===== config.mk =====
export PLATFORM = sky130hd
export DESIGN_NAME = fifo_wr_ctrl
export DESIGN_NICKNAME = d
export VERILOG_FILES = /design/src/rtl/fifo_wr_ctrl_pkg.sv /design/src/rtl/fifo_occupancy.sv /design/src/rtl/fifo_wr_ctrl.sv
export SDC_FILE = /design/constraint.sdc
export NUM_CORES = 1
export LEC_CHECK = 0
export BUFFER_PORTS_ARGS = -buffer_cell sky130_fd_sc_hd__buf_4
export CORE_UTILIZATION = 48
export CTS_CLUSTER_DIAMETER = 120
export DETAILED_ROUTE_END_ITERATION = 10
export GPL_ROUTABILITY_DRIVEN = 0
export PLACE_DENSITY_LB_ADDON = 0.1
export SETUP_SLACK_MARGIN = 0.3
export SYNTH_ARGS = -nofsm -noshare
export SYNTH_HDL_FRONTEND = slang
export SYNTH_SLANG_ARGS = --single-unit
export TNS_END_PERCENT = 50

===== constraint.sdc =====
create_clock -name clk -period 3.6 [get_ports clk]
set_input_delay 0.18 -clock clk [delete_from_list [all_inputs] [get_ports clk]]
set_output_delay 0.18 -clock clk [all_outputs]
set_load 0.02 [all_outputs]

===== src/rtl/fifo_wr_ctrl_pkg.sv =====
// Shared widths and types for the FIFO write-control slice.
package fifo_wr_ctrl_pkg;

  localparam int unsigned DATA_W = 8;
  localparam int unsigned ADDR_W = 4;
  localparam int unsigned DEPTH  = 1 << ADDR_W;

  typedef logic              bit_t;
  typedef logic [ADDR_W-1:0] RAM_size;
  typedef logic [ADDR_W:0]   count_t;
  typedef logic [DATA_W-1:0] data_t;

endpackage


===== src/rtl/fifo_occupancy.sv =====
// Occupancy counter with full/empty decode; shared by write- and read-side status logic.
module fifo_occupancy #(
  parameter int unsigned ADDR_W = 4
) (
  input  logic            clk,
  input  logic            rst_n,
  input  logic            i_inc,
  input  logic            i_dec,
  output logic [ADDR_W:0] o_count,
  output logic            o_full,
  output logic            o_empty
);

  localparam int unsigned     CNT_W   = ADDR_W + 1;
  localparam logic [ADDR_W:0] DEPTH_C = CNT_W'(1 << ADDR_W);

  logic [ADDR_W:0] r_count;

  // Simultaneous inc and dec cancel out.
  always_ff @(posedge clk or negedge rst_n) begin
    if (!rst_n) begin
      r_count <= '0;
    end else begin
      case ({i_inc, i_dec})
        2'b10:   r_count <= r_count + CNT_W'(1);
        2'b01:   r_count <= r_count - CNT_W'(1);
        default: r_count <= r_count;
      endcase
    end
  end

  assign o_count = r_count;
  assign o_full  = (r_count == DEPTH_C);
  assign o_empty = (r_count == '0);

endmodule


===== src/rtl/fifo_wr_ctrl.sv =====
// FIFO write-side control: accepts push/pop, drives the RAM write port, forwards legal pops
// and keeps sticky overflow/underflow flags.
module fifo_wr_ctrl
  import fifo_wr_ctrl_pkg::*;
(
  input  logic              clk,
  input  logic              reset,
  input  logic              push,
  input  logic              pop,
  input  logic [DATA_W-1:0] data_in,
  input  logic              clr_err,
  output logic [ADDR_W-1:0] w_add,
  output logic              w_en,
  output logic [DATA_W-1:0] w_data,
  output logic              pop_o,
  output logic [ADDR_W:0]   count,
  output logic              full,
  output logic              empty,
  output logic              overflow,
  output logic              underflow
);

  RAM_size r_wptr;
  bit_t    r_overflow;
  bit_t    r_underflow;
  bit_t    w_push_acc;
  bit_t    w_pop_acc;
  bit_t    w_full;
  bit_t    w_empty;
  count_t  w_count;

  // A full FIFO still takes a push when a legal pop frees a slot on the same edge.
  always_comb begin
    w_pop_acc  = pop & ~w_empty;
    w_push_acc = push & (~w_full | w_pop_acc);
    w_en       = w_push_acc;
    w_add      = r_wptr;
    w_data     = w_push_acc ? data_in : '0;
    pop_o      = w_pop_acc;
  end

  // Write pointer walks downward to match the read pointer; a new error beats clr_err.
  always_ff @(posedge clk or negedge reset) begin
    if (!reset) begin
      r_wptr      <= '0;
      r_overflow  <= 1'b0;
      r_underflow <= 1'b0;
    end else begin
      r_wptr <= r_wptr - ADDR_W'(w_push_acc);
      if (push & ~w_push_acc) begin
        r_overflow <= 1'b1;
      end else if (clr_err) begin
        r_overflow <= 1'b0;
      end
      if (pop & ~w_pop_acc) begin
        r_underflow <= 1'b1;
      end else if (clr_err) begin
        r_underflow <= 1'b0;
      end
    end
  end

  fifo_occupancy #(
    .ADDR_W (ADDR_W)
  ) u_occupancy (
    .clk     (clk),
    .rst_n   (reset),
    .i_inc   (w_push_acc),
    .i_dec   (w_pop_acc),
    .o_count (w_count),
    .o_full  (w_full),
    .o_empty (w_empty)
  );

  assign count     = w_count;
  assign full      = w_full;
  assign empty     = w_empty;
  assign overflow  = r_overflow;
  assign underflow = r_underflow;

endmodule


==> run_results.csv <==
group,metric,value,unit
floorplan,die-area,1704,um^2
yosys,syn_nets,92,
pwr,total_leakage_power,0.5296,nW
drt,drc,0,
pwr,powerDensity,762.6,nW/um^2
critical_path,crit_path_cell_trace,"nor4_4, and2b_1, nor2_1, ha_1, ha_1, or4b_1, o311ai_1, o211ai_1",
yosys,synthArstFlopShare,1.000,
timing,slew_violations,0,
drt,vias,670,
yosys,yosysUniqueCellTypes,25,
yosys,synth_ff_type,"dfrtp_1",
critical_path,path_class,"register to register",
clocking,tritoncts,"built",
grt,grt_pass1_wl,2573,um
yosys,ys_seq_elements,11,
grt,antenna_found_initial,0,
clocking,cts_made_buffers,3,
yosys,yosysSeqAreaShare,0.3716,
floorplan,io_pins,36,
pwr,peakVddDrop,0.6164,mV
yosys,syn_inst,72,
clocking,clock_latency,0.27,ns
floorplan,die_w,41.28,um
timing,tns,0,ns
worst_hold_path,hp-class,"input port to register",
yosys,yosys.area.top_type_share,0.3716,
floorplan,rows,13,
timing,fmax,364.8,MHz
timing,setup_violations,0,
place,dp_hpwl,1315,um
drt,wl_met3,60,um
critical_path,cp_data_required_time,3.75,ns
layout,syn2layout_area_growth,41.89,%
critical_path,start_kind,"register",
drt,met2WireLength,872,um
yosys,syn_area_per_cell,10.29,um^2
grt,grt_pass1_vias,604,
drt,wire_per_inst,13.13,um
run_status,run_status,"complete, no violations",
grt,grt_usage,0.2413,
yosys,yosys-top-cells-area,"dfrtp_1 (37%), ha_1 (10%), and2_1 (7.6%)",
layout,final_area,1051,um^2
clocking,cts-root-buf,"clkbuf_4",
drt,ant_nets,0,
clocking,cts_sinks,11,
place,port_buffers,35,
timing,tightest_slew,0.4185,ns
clocking,clk_pin_slew,0.07,ns
place,dpl_cell_area,1015,um^2
timing,clock_skew,0.002391,ns
drt,dr.pass1.iters,4,
critical_path,crit_slowest_cell,"or4b_1",
critical_path,cpMostUsedCell,"ha_1",
yosys,synth-edff-count,0,
critical_path,cpLargestDelayFamily,"simple AND/OR/NAND/NOR gates",
yosys,yosysTopAreaCell,"dfrtp_1",
critical_path,slowest_delay,0.53,ns
grt,grt_max_degree,15,
yosys,ys_warn_count,0,
layout,drive_gt1_frac,0.3784,
floorplan,die_h,41.28,um
clocking,postCtsResizedCells,0,
critical_path,arrival,2.89,ns
layout,diodes,0,
timing,fin_crit_sh,0.7614,
critical_path,cp_num_buf_inv,0,
drt,top_layer,"met4",
drt,viasPerCell,5.317,
drt,wl,1655,um
yosys,syn_area,740.7,um^2
timing,finalCriticalPeriod,2.741,ns
clocking,htree_num_levels,1,
floorplan,core-area,1366,um^2
drt,met1_length,702,um
layout,fin_nets,132,
timing,slew_headroom,0.7210,
critical_path,path_max_fanout,10,
timing,finalHoldViolCount,0,
layout,fill_cells,105,
clocking,clockBufferDepth,2,
floorplan,start_util,0.5421,
flow_run,max_cap_viol_count,0,
critical_path,endpoint_kind,"register",
timing,grt_setup_unrepaired,"no",
grt,overflow,0,
drt,drt_iter0_drc,9,
path summary, 6_finish.rpt:
| path | startpoint | endpoint | slack [ns] | cells past startpoint |
|---|---|---|---|---|
| hold reg to reg | w_add[3] | w_add[3] | 0.48 | 1 |
| max in group asynchronous | reset | u_occupancy.o_count[1] | 3.17 | 2 |
| min in group asynchronous | reset | u_occupancy.o_count[0] | 0.28 | 2 |
| setup / recovery | u_occupancy.o_count[0] | u_occupancy.o_count[4] | 0.86 | 8 |
| setup reg to reg | u_occupancy.o_count[0] | u_occupancy.o_count[4] | 0.86 | 8 |
| hold / removal | pop | underflow | 0.15 | 2 |
cells in the mapped netlist, types with 2 or more instances:
cell type	instances
nor2_1	2
xnor2_1	3
nor3b_1	5
nand3_1	3
ha_1	6
dfrtp_1	11
and2_1	9
o21ai_0	2
nand2_1	2
mux2_2	2
inv_1	10
a21oi_1	4
metrics by stage:
| stage | cells | util | hold slack (ns) | setup slack, ns | power, mW |
|---|---|---|---|---|---|
| final | 126 | 0.7692 | 0.1465 | 0.8590 | 0.8015 |
| after global routing | 126 | 0.7692 | 0.1475 | 0.6358 | 0.8724 |
| after CTS | 126 | 0.7692 | 0.1416 | 0.8586 | 0.8099 |
| after detailed placement | 121 | 0.7427 | 0.02274 | 0.8749 | 0.7240 |
| after global placement | 121 | 0.7427 | 0.01980 | 0.9858 | 0.7093 |
| after floorplan | 72 | - | -0.1156 | 0.7296 | 0.5527 |
report_power, final:
part	internal [mW]	total, mW	switching (mW)
registers	0.181	0.258	0.0768
clock network	0.0428	0.0854	0.0425
logic	0.218	0.458	0.240
per-layer routing:
metal	track usage	vias to the layer above
li1	-	332
met1	0.2742	320
met2	0.4219	16
met3	0.04891	2
met4	0.1210	0
met5	0	-
area by class of cell:
class	count	area [um^2]	area share
Timing Repair Buffer	36	272.8	0.2595
Multi-Input combinational cell	50	420.4	0.4000
Tap cell	15	18.77	0.01786
Sequential cell	11	275.3	0.2619
Inverter	10	37.54	0.03571
Clock buffer	4	26.28	0.02500
worst register-to-register path: cells and delay by family (launching register included):
family	cells	cell delay, ns
DFF	1	0.47
AOI/OAI and AO/OA	2	0.21
adders and majority gates	2	0.73
and+or+nand+nor	4	1.22
state kept, by name, summed over array words and instances (netlist names):
signal	count
overflow	1
u_occupancy.o_count	5
w_add	4
underflow	1
layout by cell type, fill, tap and decap left out:
master,n
and2b_1,1
or4b_1,1
or4_1,1
and2_1,9
a32o_1,1
dfrtp_1,11
ha_1,6
nand3_1,3
mux2_2,2
inv_1,10
buf_4,35
xnor2_1,3
xor2_1,1
fa_1,1
nor4_4,1
a21oi_1,4
nor2_1,2
clkbuf_1,1
a22o_1,1
clkbuf_4,3
o311ai_1,1
nor3b_1,5
a2111o_1,1
o21ai_0,2
a31oi_4,1
nand2_1,2
o211ai_1,1
dlygate4sd3_1,1
what timing repair did:
item,CTS,global route
hold buffers,1,0
buffers inserted,0,0
endpoints found under the setup margin,0,0
endpoints found under the hold margin,11,0
cell families (layout without fill, tap and decap cells):
family          count (synthesis)  count (layout)  synth area share
buf+inv                        11              50           0.06082
compound gates                 12              12            0.1318
fa+ha+maj                       7               7            0.1284
mux                             2               2           0.03040
flops                          11              11            0.3716
simple gates                   25              25            0.2297
xor+xnor                        4               4           0.04731
No activity file was read; power rests on OpenSTA's default activity.
